--- src/rtl/wave_frame_loader.sv ---
// Frame loader: checks the stream header, copies every frame word into the waveform buffer,
// and publishes the scan parameters. Define WAVE_FRAME_CHECKSUM_EN to verify word 13 against the payload sum.
module wave_frame_loader #(
  parameter int unsigned HDR_WORDS   = 14,
  parameter int unsigned ADDR_W      = 14,
  parameter logic [15:0] MAGIC       = 16'hA55A,
  parameter int unsigned TIMEOUT_CYC = 1000000
) (
  input  logic              clk,
  input  logic              rstn,
  input  logic [15:0]       s_data,
  input  logic              s_valid,
  output logic              s_ready,
  input  logic              gen_busy,
  output logic              wr_en,
  output logic [ADDR_W-1:0] wr_addr,
  output logic [15:0]       wr_data,
  output logic [15:0]       xdata_points_number,
  output logic [15:0]       ydata_points_number,
  output logic [15:0]       cycles_per_points,
  output logic [15:0]       da_delay_cycles,
  output logic              data_rdy,
  output logic              frame_err,
  output logic [2:0]        err_code
);

  localparam int unsigned       TO_W         = $clog2(TIMEOUT_CYC + 1);
  localparam logic [TO_W-1:0]   TO_LAST      = TO_W'(TIMEOUT_CYC - 1);
  localparam logic [17:0]       HDR_LEN      = 18'(HDR_WORDS);
  localparam logic [17:0]       CAPACITY     = 18'(1) << ADDR_W;
  localparam logic [ADDR_W-1:0] IDX_YNUM     = ADDR_W'(2);
  localparam logic [ADDR_W-1:0] IDX_LAST_HDR = ADDR_W'(HDR_WORDS - 1);

  typedef enum logic [2:0] {IDLE, HEADER, PAYLOAD, CHECK, DONE} state_t;

  state_t            state, state_nxt;
  logic [ADDR_W-1:0] widx, waddr;
  logic [16:0]       pcnt, pay_len;
  logic [TO_W-1:0]   idle_cnt;
  logic [15:0]       x_sh, y_sh, cpp_sh, dly_sh;
  logic [17:0]       frame_len;
  logic              beat, timed_out, len_bad;
  logic              do_write, err_set, rdy_set;
  logic [2:0]        err_val;
`ifdef WAVE_FRAME_CHECKSUM_EN
  logic [15:0]       chk_sh, sum;
`endif

  assign beat      = s_valid & s_ready;
  assign waddr     = (state == IDLE) ? '0 : widx;
  assign pay_len   = {1'b0, x_sh} + {1'b0, y_sh};
  assign frame_len = HDR_LEN + {2'b00, x_sh} + {2'b00, s_data};
  assign len_bad   = (x_sh == '0) || (s_data == '0) || (frame_len > CAPACITY);
  // idle_cnt holds cycles elapsed since the last beat, so the error lands TIMEOUT_CYC cycles after it
  assign timed_out = (idle_cnt == TO_LAST);

  always_comb begin
    s_ready = 1'b0;
    case (state)
      IDLE:            s_ready = ~gen_busy;
      HEADER, PAYLOAD: s_ready = 1'b1;
      default:         s_ready = 1'b0;
    endcase
  end

  always_comb begin
    state_nxt = state;
    do_write  = 1'b0;
    err_set   = 1'b0;
    err_val   = '0;
    rdy_set   = 1'b0;
    case (state)
      IDLE: begin
        if (beat) begin
          if (s_data == MAGIC) begin
            do_write  = 1'b1;
            state_nxt = HEADER;
          end else begin
            err_set = 1'b1;
            err_val = 3'd1;
          end
        end
      end
      HEADER: begin
        if (beat) begin
          do_write = 1'b1;
          if (widx == IDX_YNUM && len_bad) begin
            err_set   = 1'b1;
            err_val   = 3'd2;
            state_nxt = IDLE;
          end else if (widx == IDX_LAST_HDR) begin
            state_nxt = PAYLOAD;
          end
        end else if (timed_out) begin
          err_set   = 1'b1;
          err_val   = 3'd3;
          state_nxt = IDLE;
        end
      end
      PAYLOAD: begin
        if (beat) begin
          do_write = 1'b1;
          if (pcnt + 17'd1 == pay_len) state_nxt = CHECK;
        end else if (timed_out) begin
          err_set   = 1'b1;
          err_val   = 3'd3;
          state_nxt = IDLE;
        end
      end
      CHECK: begin
`ifdef WAVE_FRAME_CHECKSUM_EN
        if (sum != chk_sh) begin
          err_set   = 1'b1;
          err_val   = 3'd4;
          state_nxt = IDLE;
        end else begin
          rdy_set   = 1'b1;
          state_nxt = DONE;
        end
`else
        rdy_set   = 1'b1;
        state_nxt = DONE;
`endif
      end
      DONE:    state_nxt = IDLE;
      default: state_nxt = IDLE;
    endcase
  end

  always_ff @(posedge clk or negedge rstn) begin
    if (!rstn) state <= IDLE;
    else       state <= state_nxt;
  end

  always_ff @(posedge clk or negedge rstn) begin
    if (!rstn) begin
      wr_en     <= 1'b0;
      wr_addr   <= '0;
      wr_data   <= '0;
      widx      <= '0;
      frame_err <= 1'b0;
      err_code  <= '0;
      data_rdy  <= 1'b0;
    end else begin
      wr_en     <= do_write;
      frame_err <= err_set;
      data_rdy  <= rdy_set;
      if (do_write) begin
        wr_addr <= waddr;
        wr_data <= s_data;
        widx    <= waddr + 1'b1;
      end
      if (err_set) err_code <= err_val;
    end
  end

  always_ff @(posedge clk or negedge rstn) begin
    if (!rstn) begin
      idle_cnt <= '0;
      pcnt     <= '0;
    end else begin
      if (beat)
        idle_cnt <= TO_W'(1);
      else if (state == HEADER || state == PAYLOAD)
        idle_cnt <= idle_cnt + 1'b1;
      else
        idle_cnt <= '0;
      if (state == HEADER)
        pcnt <= '0;
      else if (state == PAYLOAD && beat)
        pcnt <= pcnt + 17'd1;
    end
  end

  always_ff @(posedge clk or negedge rstn) begin
    if (!rstn) begin
      x_sh   <= '0;
      y_sh   <= '0;
      cpp_sh <= '0;
      dly_sh <= '0;
    end else if (state == HEADER && beat) begin
      if (widx == ADDR_W'(1)) x_sh   <= s_data;
      if (widx == ADDR_W'(2)) y_sh   <= s_data;
      if (widx == ADDR_W'(3)) cpp_sh <= s_data;
      if (widx == ADDR_W'(4)) dly_sh <= s_data;
    end
  end

`ifdef WAVE_FRAME_CHECKSUM_EN
  always_ff @(posedge clk or negedge rstn) begin
    if (!rstn) begin
      chk_sh <= '0;
      sum    <= '0;
    end else begin
      if (state == HEADER && beat && widx == IDX_LAST_HDR) chk_sh <= s_data;
      if (state == HEADER)
        sum <= '0;
      else if (state == PAYLOAD && beat)
        sum <= sum + s_data;
    end
  end
`endif

  // Parameter outputs move only when a frame is accepted, so rejected frames leave them intact
  always_ff @(posedge clk or negedge rstn) begin
    if (!rstn) begin
      xdata_points_number <= '0;
      ydata_points_number <= '0;
      cycles_per_points   <= '0;
      da_delay_cycles     <= '0;
    end else if (rdy_set) begin
      xdata_points_number <= x_sh;
      ydata_points_number <= y_sh;
      cycles_per_points   <= cpp_sh;
      da_delay_cycles     <= dly_sh;
    end
  end

endmodule

--- config.mk ---
export PLATFORM = sky130hd
export DESIGN_NAME = wave_frame_loader
export DESIGN_NICKNAME = d
export VERILOG_FILES = /design/src/rtl/wave_frame_loader.sv
export SDC_FILE = /design/constraint.sdc
export NUM_CORES = 1
export LEC_CHECK = 0
export ABC_CLOCK_PERIOD_IN_PS = 4700
export CAP_MARGIN = 20
export CORE_ASPECT_RATIO = 1.4
export CORE_MARGIN = 5
export CORE_UTILIZATION = 30
export CTS_CLUSTER_DIAMETER = 200
export DETAILED_ROUTE_END_ITERATION = 8
export PLACE_DENSITY = 0.53
export SLEW_MARGIN = 20
export SYNTH_ARGS = -nofsm -noshare
export SYNTH_HDL_FRONTEND = slang
export SYNTH_SLANG_ARGS = --single-unit
--- constraint.sdc ---
create_clock -name clk -period 4.7 [get_ports clk]
set_clock_uncertainty 0.15 [all_clocks]
set_input_delay 1.41 -clock clk [delete_from_list [all_inputs] [get_ports clk]]
set_output_delay 1.41 -clock clk [all_outputs]
set_load 0.01 [all_outputs]
==> results of run 1 <==
==> flip-flops by register name (all words and copies together), names as in the netlist <==
register and cells:
idle_cnt 20, da_delay_cycles 16, wr_addr 14, ydata_points_number 16
state 3, xdata_points_number 16, data_rdy 1, x_sh 16
cycles_per_points 16, y_sh 16, wr_data 16, frame_err 1
wr_en 1, err_code 2, widx 14, cpp_sh 16
pcnt 17, dly_sh 16
==> power by group <==
part	switching (uW)	internal [uW]
combinational	1420	1290
sequential	318	2140
clock	839	1250
==> cells by family (layout without fill, tap and decap cells) <==
family / Yosys count / count (layout)
AO/OA/AOI/OAI: 187 / 187
XOR/XNOR: 67 / 67
adder cells (fa/ha/maj): 52 / 52
buffers and inverters: 76 / 248
flip-flops: 217 / 217
multiplexers: 67 / 67
other: 1 / 1
AND/OR/NAND/NOR: 482 / 482
==> per-layer routing <==
metal	wire length, um	vias to the layer above	track usage, %
li1	-	4269	-
met1	13900	4286	19.6
met2	16700	143	28.2
met3	957	44	2.02
met4	899	0	4.97
met5	0	-	0
==> stage by stage <==
stage | hold WS [ns] | instance area [um2] | setup WS (ns) | TNS, ns
floorplan | 0.283 | 11100 | 0.448 | 0
global placement | 0.293 | 13100 | -0.217 | -0.494
detailed placement | 0.297 | 13100 | -0.258 | -0.745
CTS | 0.311 | 14000 | 0.219 | 0
global route | 0.339 | 14000 | 0.101 | 0
finish | 0.309 | 14000 | 0.218 | 0
==> layout make-up <==
type,instances,area [um2]
Clock buffer,29,669
Clock inverter,14,215
Fill cell,3645,22600
Inverter,32,120
Multi-Input combinational cell,856,5390
Sequential cell,217,5430
Tap cell,467,584
Timing Repair Buffer,173,1610
==> tightest hold or removal path, cell delays in order (launching register included) <==
cell and delay (ns):
sky130_fd_sc_hd__dfrtp_1 0.34, sky130_fd_sc_hd__nand2_1 0.05, sky130_fd_sc_hd__nand2_1 0.05
==> layout by cell type (no fill, tap or decap), types with 5 or more instances in the layout <==
cell type / instances
sky130_fd_sc_hd__nand2_1: 298
sky130_fd_sc_hd__dfrtp_1: 217
sky130_fd_sc_hd__clkdlybuf4s50_1: 118
sky130_fd_sc_hd__o21ai_0: 74
sky130_fd_sc_hd__mux2_2: 66
sky130_fd_sc_hd__nor2_1: 57
sky130_fd_sc_hd__buf_4: 53
sky130_fd_sc_hd__ha_1: 50
sky130_fd_sc_hd__xnor2_1: 42
sky130_fd_sc_hd__a21oi_1: 35
sky130_fd_sc_hd__inv_1: 31
sky130_fd_sc_hd__xor2_1: 24
sky130_fd_sc_hd__clkbuf_16: 24
sky130_fd_sc_hd__nand3_1: 21
sky130_fd_sc_hd__nand4_1: 15
sky130_fd_sc_hd__nor3_1: 14
sky130_fd_sc_hd__and3_1: 14
sky130_fd_sc_hd__nor4_1: 12
sky130_fd_sc_hd__a21o_1: 11
sky130_fd_sc_hd__o211ai_1: 7
sky130_fd_sc_hd__o31ai_1: 7
sky130_fd_sc_hd__or2_2: 6
sky130_fd_sc_hd__o21a_1: 6
sky130_fd_sc_hd__nand2b_1: 6
sky130_fd_sc_hd__or3_1: 5
sky130_fd_sc_hd__and2_1: 5
sky130_fd_sc_hd__a211o_1: 5
sky130_fd_sc_hd__clkbuf_8: 5
==> synth_stat cells (3+ instances only) <==
cell,n
sky130_fd_sc_hd__or4_1,4
sky130_fd_sc_hd__ha_1,50
sky130_fd_sc_hd__nor3b_1,3
sky130_fd_sc_hd__o31ai_1,7
sky130_fd_sc_hd__o211ai_1,7
sky130_fd_sc_hd__nor2_1,57
sky130_fd_sc_hd__and4_1,3
sky130_fd_sc_hd__nand2b_1,6
sky130_fd_sc_hd__nor3_1,14
sky130_fd_sc_hd__nor2b_1,3
sky130_fd_sc_hd__nor4_1,12
sky130_fd_sc_hd__dfrtp_1,217
sky130_fd_sc_hd__nand4_1,15
sky130_fd_sc_hd__or3_1,5
sky130_fd_sc_hd__o21a_1,6
sky130_fd_sc_hd__inv_1,31
sky130_fd_sc_hd__and2_1,5
sky130_fd_sc_hd__a2111oi_0,4
sky130_fd_sc_hd__a211o_1,5
sky130_fd_sc_hd__and3_1,14
sky130_fd_sc_hd__a21o_1,11
sky130_fd_sc_hd__nand2_1,298
sky130_fd_sc_hd__xor2_1,24
sky130_fd_sc_hd__o21ai_0,74
sky130_fd_sc_hd__xnor2_1,42
sky130_fd_sc_hd__a31oi_1,4
sky130_fd_sc_hd__o2111ai_1,3
sky130_fd_sc_hd__nand3_1,21
sky130_fd_sc_hd__a211oi_1,3
sky130_fd_sc_hd__clkbuf_1,41
sky130_fd_sc_hd__a21boi_0,3
sky130_fd_sc_hd__or2_2,6
sky130_fd_sc_hd__a21oi_1,35
sky130_fd_sc_hd__mux2_2,66
==> worst paths after layout <==
| kind | startpoint | end | slack [ns] | cells after the start |
|---|---|---|---|---|
| hold reg to reg | cpp_sh[2] | cycles_per_points[2] | 0.31 | 2 |
| max in group asynchronous | rstn | pcnt[0] | 2.75 | 2 |
| min in group asynchronous | rstn | pcnt[11] | 0.70 | 1 |
| setup / recovery | gen_busy | s_ready | 0.22 | 5 |
| hold / removal | cpp_sh[2] | cycles_per_points[2] | 0.31 | 2 |
| setup reg to reg | x_sh[1] | frame_err | 1.06 | 13 |
==> results.md, run 1 <==
Logic synthesis:
- The number of distinct library cells after synthesis is 76.
- The synthesized design contains 217 register bits.
- The synthesized netlist devotes 5.99% of its cell area to adder and majority cells.
- The mux share of post-synthesis cell area is 6.78%.
- The complex-gate fraction of the synthesized area is 10.6%.
- After Yosys synthesis, and, or, nand and nor cells account for 19.6% of the synthesized area.
- The largest total area in the synthesized netlist belongs to sky130_fd_sc_hd__dfrtp_1.
- The sequential cell area fraction in the yosys report is 48.9%.
- The average instance area after synthesis is slightly below 10 um2.
- The number of flops mapped to enable cells by yosys is 0.
- The synthesized instance count is 1,149.
- The count of yosys warnings during synthesis is 0.
- The post-synthesis net count is 1,221.
- The post-synth design cell area is 11,100 um2.
- For this run, asynchronously set or reset flops after synthesis account for 100%.
- In the post-synthesis netlist, the biggest area contributors are sky130_fd_sc_hd__dfrtp_1 (49%), sky130_fd_sc_hd__nand2_1 (10%), sky130_fd_sc_hd__mux2_2 (6.7%).
- The share of Yosys cell area claimed by the top area cell type is between 40 and 50%.
- The most common flop cell mapped by yosys is sky130_fd_sc_hd__dfrtp_1.
- After synthesis, the largest family of logic cells by area is simple AND/OR/NAND/NOR gates.
- The xor/xnor share of the synthesized area is 5.41%.

Die:
- The placeable core region is 36,700 um2.
- The die height is 238 um.
- The floorplan step defined a die boundary enclosing slightly above 40,000 um2.
- The die width is between 150 and 200 um.
- The count of boundary I/O pins is about 120.
- After floorplanning, the core was divided into between 80 and 90 placement rows.
- The initial utilization of the core area, before any placement, comes to 30.3%.

STA:
- The final critical path takes up a little over nine tenths of the cycle.
- Headroom to the max-slew limit came out at 35.3%.
- Subtracting the final worst setup slack from the clock period gives 4.48 ns.
- The pin slew with the least headroom to its limit is 0.958 ns.
- The count of final hold-check violations came to 0.
- The max-slew violation count is 0.
- Setup violations remaining at the end of the flow were counted as 0.
- Setup repair after global routing left no endpoint under its margin.
- Based on the critical path, the design can be clocked at up to 223 MHz.

Routing:
- After detailed routing, the number of vias per cell comes to 4.89.
- The remaining design rule violation count is 0.
- After detailed routing, the average wire length per cell comes to 18.1 um.
- The first-pass iteration count of the detailed router is 4.
- In this run the remaining antenna-violating nets after routing total 0.
- The total routed wirelength is around 32,000 um.
- The number of design-rule violations left by the first detailed-router iteration is 389.
- The vias after detailed routing is 8,742.

Cells and area:
- The area growth from synthesis to layout is 26.3%.
- The post-route core utilization is 38.3%.
- Of the cells placed in the final design, the portion with a size suffix greater than 1 is ~14%.
- 0 antenna diodes ended up in the layout.
- The number of nets in the layout is 1,376.
- The count of cells in the finished layout, fillers not included, comes to ~1,800.

Clocking:
- The count of H-tree levels built during CTS is 1.
- Once the clock tree was built, the resizer swapped 0 gates to a different size.
- For the worst-skew pair, the clock arrives at the later sink with an insertion delay of 0.55 ns.
- The number of buffers created by CTS is 24.
- Clock tree synthesis found a total of 217 sinks.
- Counting along the longest clock path gives a buffer depth of 3.
- The number of setup buffers added after CTS is 0.
- The TritonCTS clock tree is built.
- After clock tree synthesis, the clock-pin slew on the worst setup and hold paths is 0.06 ns.
- CTS placed an instance of sky130_fd_sc_hd__clkbuf_16 at the clock tree root.
- The post-cts hold buffer count is 0.

Power:
- The areal power density over the cells is slightly above 500 nW/um2.
- Total power for the finished layout comes to 7260 uW.
- The worst-case IR drop observed on VDD is 0.313 mV.
- The leakage power is 0.00658 uW.

Setup path:
- The critical setup path kind is in -> out.
- The number of buffer and inverter stages on the critical path is 3.
- The largest delay contributor family on the critical path is buffers and inverters.
- The maximum fanout encountered on the critical timing path is 2.
- The critical path goes through clkdlybuf4s50_1 -> nor3b_1 -> nor3b_1 -> buf_4 -> clkdlybuf4s50_1.
- The data required time of the critical path is 3.14 ns.
- In this design, the stage delay of the slowest critical-path cell is 0.54 ns.
- The master of the slowest instance on the critical path is sky130_fd_sc_hd__clkdlybuf4s50_1.
- Data arrives at the worst endpoint at 2.92 ns.
- The type of element launching the critical path is a primary input.
- STA classifies the critical path endpoint as an output pin.

Global routing:
- The overall routing resource usage is 15.7%.
- The sum of overflow across all layers after global routing is 0.
- The largest net degree at the start of global routing is just under 100.
- The initial antenna violation count came to 0.
- The first-pass GRT wire length is 52,400 um.
- The number of global-route vias before repair is about 9,200.

Place:
- The final weighted congestion of routability-driven global placement is 0.860.
- The half-perimeter wire length after placement is 24,000 um.
- The quantity of I/O buffers inserted on ports is approximately 120.
- The placed instance count is 1,745.

Outcome:
- The flow ran to the end, and the final reports show no timing, DRC or antenna violations.

Run:
- The max-cap check violation count is 0.

Hold path:
- The path category of the worst min-delay check is reg -> reg.
(Power assumes the default switching activity.)
==> run 2, diff against run 1 <==
Settings changed: CORE_MARGIN 5 to not set.
==> results.md, run 2 (synthesis gave the netlist of run 1 again) <==
Outcome:
- The run finished with clean final reports.

Clocking:
- The count of H-tree levels built during CTS came to 1 (unchanged).
- The number of buffers on the longest clock path is 3 (unchanged).
- The post-cts hold buffer count came to 0 (unchanged).
- The clock latency on the worst-skew pair is 0.55 ns (about the same).
- The clock net sink count is 217 (unchanged).
- The TritonCTS clock tree is built.
- The clock edge transition at the registers on the reported setup and hold paths is 0.06 ns (about the same).
- The number of buffers created by CTS is 25 (+4.2%).
- The cell sitting at the root of the clock tree is a sky130_fd_sc_hd__clkbuf_16.

STA:
- The final period demand of the worst path was 4.47 ns (-0.0124 ns).
- The headroom to the max-slew limit is 29.4% (-5.9 points).
- The count of final hold-check violations is 0 (unchanged).
- The final clock period utilization by the worst path is 95.1% (-0.26 points).
- The max-slew violation count is 0 (unchanged).
- Setup repair after global routing left no endpoint under its margin.
- The number of endpoints failing setup at the final stage is 0 (unchanged).
- The pin slew with the least headroom to its limit was 1.05 ns (+0.0939 ns).
- The maximum achievable frequency was 224 MHz (+0.28%).

Cells and area:
- The share of layout cells above drive strength 1 is 14.4% (+0.65 points).
- The number of nets in the layout came to 1,385 (+0.65%).
- The register bank with the most flops is idle_cnt.
- The commonest non-fill, non-tap cell in the layout is sky130_fd_sc_hd__nand2_1.
- The largest registers in the layout are idle_cnt (20), pcnt (17).
- The number of inserted diodes is 0 (unchanged).
- The layout-stage area growth over the synthesis result is 26.7%.
- The number of flip-flops in the largest register was 20 (unchanged).
- The count of fill cells added during filler insertion is 3,731 (+2.4%).
- The post-route core utilization is 38.5% (+0.25 points).
- In the layout the commonest cells are sky130_fd_sc_hd__nand2_1 (298), sky130_fd_sc_hd__dfrtp_1 (217), sky130_fd_sc_hd__clkdlybuf4s50_1 (118).
- The filler-free cell count of the finished design was 1,798 (+0.56%).

Power:
- The register share of total power came to 33.9% (about the same).
- The power dissipated by switching net loads is 2590 uW (+0.25%).
- The switching portion of total power came to 35.6% (+0.088 points).
- The leakage power was 0.00663 uW (+0.68%).
- The areal power density over the cells is 516 nW/um2 (-0.35%).
- The largest voltage drop on the vdd net is 0.363 mV (+16%).
- The internal power is 4670 uW (-0.13%).
- The logic gate share of total power is 38.0% (+0.7 points).
- The portion of total power attributed to the clock network came to 28.1% (-0.7 points).

Die:
- The count of boundary I/O pins is 121 (unchanged).
- The placeable core region is 36,600 um2 (-0.28%).
- The die width was 165 um (-4.6%).
- The starting utilization of the core area was 30.4% (+0.086 points).
- The die height is 230 um (-3.4%).
- The total die area is 37,800 um2 (-7.8%).
- The site row count was 83 (unchanged).

Routing:
- The total routed wirelength was 32,500 um (about the same).
- The count of nets left with antenna violations after detail routing is 0 (unchanged).
- The routed length per instance was 18.1 um (-0.50%).
- The remaining design rule violation count is 0 (unchanged).
- The number of design-rule violations left by the first detailed-router iteration is 383 (-1.5%).
- The vias after detailed routing was 8,773 (+0.35%).
- The ratio of routed vias to standard cells is 4.88 (-0.20%).
- The first-pass iteration count of the detailed router was 4 (unchanged).

Place:
- The half-perimeter wire length after placement is 23,900 um (-0.32%).
- The final weighted congestion of routability-driven global placement is 0.902 (+4.9%).
- The quantity of I/O buffers inserted on ports is 119 (unchanged).
- The placed instance count is 1,753 (+0.46%).

Run:
- The max-cap check violation count came to 0 (unchanged).

Setup path:
- The maximum fanout encountered on the critical timing path came to 2 (unchanged).
- The type of element capturing the critical path is an output pin.
- The data required time of the critical path was 3.14 ns (about the same).
- The critical path is of the in -> out type.
- The type of element launching the critical path is a primary input.
- The data arrival time of the critical path is 2.91 ns (about the same).

Global routing:
- The initial antenna violation count is 0 (unchanged).
- The overall routing resource usage was 17.8% (+2.1 points).
- The first-pass GRT wire length was 52,000 um (-0.75%).
- The largest net degree at the start of global routing is 77 (-21%).
- The sum of overflow across all layers after global routing is 0 (unchanged).
- The number of global-route vias before repair is 9,042 (-2.0%).

Hold path:
- The tightest min-delay check is of the reg -> reg type.
## run 2: changes by cell type in the layout (fill, tap and decap cells not counted), moves of 2 or more
| cell | change |
|---|---|
| sky130_fd_sc_hd__clkinv_4 | +2 |
| sky130_fd_sc_hd__buf_4 | +7 |
| sky130_fd_sc_hd__clkinv_2 | +5 |
| sky130_fd_sc_hd__inv_6 | -3 |
## run 2: power by group through the flow
stage / logic [uW] / clock network (uW) / registers (uW)
floorplan: 1820 / 0 / 2380
global placement: 2740 / 0 / 2490
detailed placement: 2740 / 0 / 2500
CTS: 2770 / 2100 / 2470
global route: 3050 / 2170 / 2500
finish: 2760 / 2040 / 2460
## run 2: final cells by class
class	instances	area [um2]	share of cell area, %
Sequential cell	217	5430	38.6
Timing Repair Buffer	181	1690	12.0
Tap cell	467	584	4.15
Clock inverter	15	173	1.23
Inverter	32	120	0.853
Multi-Input combinational cell	856	5400	38.4
Clock buffer	30	684	4.86
## run 2: through the flow
stage | power, uW | TNS, ns | instance area [um2] | hold slack (ns) | setup slack (ns)
finish | 7260 | 0 | 14100 | 0.313 | 0.230
global placement | 5230 | -0.726 | 13200 | 0.294 | -0.276
CTS | 7330 | 0 | 14100 | 0.313 | 0.215
floorplan | 4190 | 0 | 11100 | 0.283 | 0.448
detailed placement | 5240 | -0.940 | 13200 | 0.302 | -0.320
global route | 7720 | 0 | 14100 | 0.336 | 0.00197
## run 2: per-layer routing
layer	wire [um]	vias to the layer above	track usage [%]	part of all wire (%)
met4	670	0	5.13	2.1
met5	0	-	0	0
li1	-	4295	-	-
met1	14000	4302	22.5	43
met3	954	38	1.95	2.9
met2	16800	138	31.5	52
## run 2: path summary, 6_finish.rpt
kind,start,slack (ns),to,cells after the start
worst min-delay path,cpp_sh[4],0.31,cycles_per_points[4],2
max in group asynchronous,rstn,2.90,cpp_sh[6],2
worst max-delay path,gen_busy,0.23,s_ready,5
min in group asynchronous,rstn,0.67,pcnt[11],1
worst min register to register,cpp_sh[4],0.31,cycles_per_points[4],2
worst max register to register,x_sh[1],1.09,frame_err,13
## run 2: timing repair
action                     4_1_cts  5_1_grt
setup endpoints to repair        0        2
hold endpoints to repair         0        0
gates resized for setup          0        2
buffers inserted                 0        0
## run 2: worst max-delay path: stages
cell and delay (ns):
sky130_fd_sc_hd__clkdlybuf4s50_1 0.45, sky130_fd_sc_hd__nor3b_1 0.17, sky130_fd_sc_hd__nor3b_1 0.18, sky130_fd_sc_hd__buf_4 0.16
sky130_fd_sc_hd__clkdlybuf4s50_1 0.53
==> run 3, diff against run 2 <==
Settings changed: ABC_CLOCK_PERIOD_IN_PS 4700 to 5500, CORE_MARGIN set to 8.
Clock period 4.7 ns to 5.5 ns, I/O delays scaled along.
==> results.md, run 3 (synthesis gave the netlist of run 1 again) <==
Setup path:
- The reg-to-reg setup timing slack was 1.65 ns (+0.56 ns).
- Grouping stages by cell kind, the critical path spends the most delay in buffers and inverters.
- The slowest stage of the critical path is the sky130_fd_sc_hd__clkdlybuf4s50_1 cell.
- The number of buffer and inverter stages on the critical path is 2 (-1).
- The type of element capturing the critical path is an output pin.
- The number of cell instances on the worst register-to-register path is 13 (unchanged).
- The data required time of the critical path is 3.70 ns (+0.56 ns).
- The maximum fanout encountered on the critical timing path came to 2 (unchanged).
- The worst register-to-register path begins at x_sh[1].
- The critical setup path kind is in -> out.
- The worst stage delay on the critical path is 0.64 ns (+0.11 ns).
- Walking the worst path, the cells encountered are clkdlybuf4s50_1 -> nor3b_1 -> nor3b_1 -> clkdlybuf4s50_1.
- STA classifies the critical path startpoint as a primary input.
- The data arrival time of the critical path is 3.25 ns (+0.34 ns).
- The endpoint identified for the worst register-to-register timing path is frame_err.

Place:
- The placed instance count came to 1,721 (-1.8%).
- The final weighted congestion of routability-driven global placement is 0.927 (+2.8%).
- The cell area after placement is 13,000 um2 (-1.9%).
- The quantity of I/O buffers inserted on ports is 119 (unchanged).
- The half-perimeter wire length after placement is 24,900 um (+4.4%).

Routing:
- The wire length on met3 is 1180 um (+24%).
- The total routed wirelength is 33,400 um (+3.0%).
- The met2 layer wire length in the routed design came to 17,000 um (+1.2%).
- The routed length per instance is 18.9 um (+4.8%).
- The ratio of routed vias to standard cells is 4.95 (+1.4%).
- The uppermost signal routing layer after detailed routing is met4.
- The first-pass iteration count of the detailed router came to 5 (+1).
- The remaining design rule violation count is 0 (unchanged).
- The vias after detailed routing was 8,738 (-0.40%).
- The number of design-rule violations left by the first detailed-router iteration was 464 (+21%).
- The total routed wire length on the met1 layer is 14,100 um (+0.73%).
- The count of nets left with antenna violations after detail routing is 0 (unchanged).

Cells and area:
- The share of layout cells above drive strength 1 was 12.2% (-2.2 points).
- The final cell area excluding filler cells is 13,900 um2 (-1.2%).
- The number of flip-flops in the largest register is 20 (unchanged).
- The register bank with the most flops is idle_cnt.
- The commonest non-fill, non-tap cell in the layout is sky130_fd_sc_hd__nand2_1.
- The number of inserted diodes is 0 (unchanged).
- The layout-stage area growth over the synthesis result is 25.2%.
- The count of fill cells added during filler insertion is 3,734 (+0.080%).
- In the layout the commonest cells are sky130_fd_sc_hd__nand2_1 (298), sky130_fd_sc_hd__dfrtp_1 (217), sky130_fd_sc_hd__clkdlybuf4s50_1 (118).
- The combined area of the multi-input logic cells is 5400 um2 (unchanged).
- The largest registers in the layout are idle_cnt (20), pcnt (17).
- The number of nets in the layout is 1,353 (-2.3%).
- The flip-flop and latch area is 5430 um2 (unchanged).
- The filler-free cell count of the finished design is 1,766 (-1.8%).
- The post-route core utilization is 38.0% (-0.47 points).

STA:
- The max-slew violation count is 0 (unchanged).
- The final total negative setup slack is 0 ns (unchanged).
- Setup repair after global routing left no endpoint under its margin.
- The final clock period utilization by the worst path is 91.8%.
- The number of endpoints failing setup at the final stage is 0 (unchanged).
- The headroom to the max-slew limit came to 36.8% (+7.4 points).
- The pin slew with the least headroom to its limit is 0.949 ns (-0.103 ns).
- The count of final hold-check violations is 0 (unchanged).
- The final period demand of the worst path is between 5 and 6 ns.
- The maximum achievable frequency is 198 MHz.

Hold path:
- The terminating pin of the worst hold path is da_delay_cycles[0].
- The critical hold path startpoint is dly_sh[0].
- The path category of the worst min-delay check is reg -> reg.
- The cell depth of the worst hold path is 2 (unchanged).

Clocking:
- The post-cts gate resize count is 0 (unchanged).
- The clock net sink count is 217 (unchanged).
- The clock edge transition at the registers on the reported setup and hold paths is 0.06 ns (about the same).
- The number of buffers created by CTS was 25 (unchanged).
- The buffers inserted during post-CTS setup optimization is 0 (unchanged).
- The clock latency on the worst-skew pair was 0.55 ns (about the same).
- The number of buffers on the longest clock path was 3 (unchanged).
- The post-cts hold buffer count is 0 (unchanged).
- In this run the clock root is driven by a sky130_fd_sc_hd__clkbuf_16.
- The count of H-tree levels built during CTS is 1 (unchanged).
- The TritonCTS clock tree is built.

Power:
- The total power draw is 6230 uW (-14%).
- The areal power density over the cells came to 448 nW/um2 (-13%).
- The leakage power is 0.00648 uW (-2.2%).
- The largest voltage drop on the vdd net is 0.267 mV (-26%).

Run:
- The max-cap check violation count came to 0 (unchanged).

Die:
- The count of boundary I/O pins is 121 (unchanged).
- The die width is 179 um (+8.5%).
- The die height is 244 um (+6.1%).
- The placeable core region is 36,600 um2 (unchanged).
- The total die area is 43,500 um2 (+15%).
- The starting utilization of the core area was 30.4% (unchanged).
- The site row count is 83 (unchanged).

Global routing:
- The first-pass GRT wire length was 52,500 um (+0.90%).
- The number of global-route vias before repair came to 8,884 (-1.7%).
- The sum of overflow across all layers after global routing is 0 (unchanged).
- The largest net degree at the start of global routing is 110 (+43%).
- The initial antenna violation count is 0 (unchanged).
- The overall routing resource usage is 15.4% (-2.4 points).

Outcome:
- The flow ran to the end, and the final reports show no timing, DRC or antenna violations.
run 3: cell count changes in the layout (fill, tap and decap cells not counted), moves of 3 or more:
cell / delta
sky130_fd_sc_hd__buf_4: -31
sky130_fd_sc_hd__clkinvlp_4: +3
sky130_fd_sc_hd__bufinv_16: +3
sky130_fd_sc_hd__clkinv_2: -7
run 3: how the worst max path moves through the flow:
stage	slack (ns)	end	from	cells past startpoint
finish	0.45	s_ready	gen_busy	4
global route	0.38	s_ready	gen_busy	4
CTS	0.46	s_ready	gen_busy	4
detailed placement	0.03	frame_err	s_data[1]	14
global placement	0.06	frame_err	s_data[1]	14
floorplan	1.01	frame_err	s_data[1]	13
run 3: tightest hold or removal path, cell delays in order (launching register included):
cell and delay (ns):
sky130_fd_sc_hd__dfrtp_1 0.33, sky130_fd_sc_hd__nand2_1 0.05, sky130_fd_sc_hd__nand2_1 0.04
run 3: metrics by stage:
stage	setup WS (ns)	hold WS, ns
floorplan	1.01	0.283
global placement	0.0557	0.293
detailed placement	0.0253	0.299
CTS	0.464	0.313
global route	0.376	0.330
finish	0.453	0.308
run 3: power breakdown:
part	total [uW]	leakage, uW	switching [uW]	internal [uW]
clock	1880	0.000451	699	1180
combinational	2250	0.00308	1230	1020
sequential	2100	0.00295	270	1830
total	6230	0.00648	2200	4030
run 3: layer usage:
layer / global-route usage (%) / vias to the layer above
met3: 2.37 / 47
met5: 0 / -
met2: 26.9 / 158
met4: 5.75 / 0
li1: - / 4231
met1: 18.6 / 4302
run 3: cell type report:
cell class	count	area share (%)
Sequential cell	217	39.0
Multi-Input combinational cell	856	38.8
Timing Repair Buffer	149	10.3
Clock buffer	31	4.95
Tap cell	467	4.20
Clock inverter	14	1.80
Inverter	32	0.864
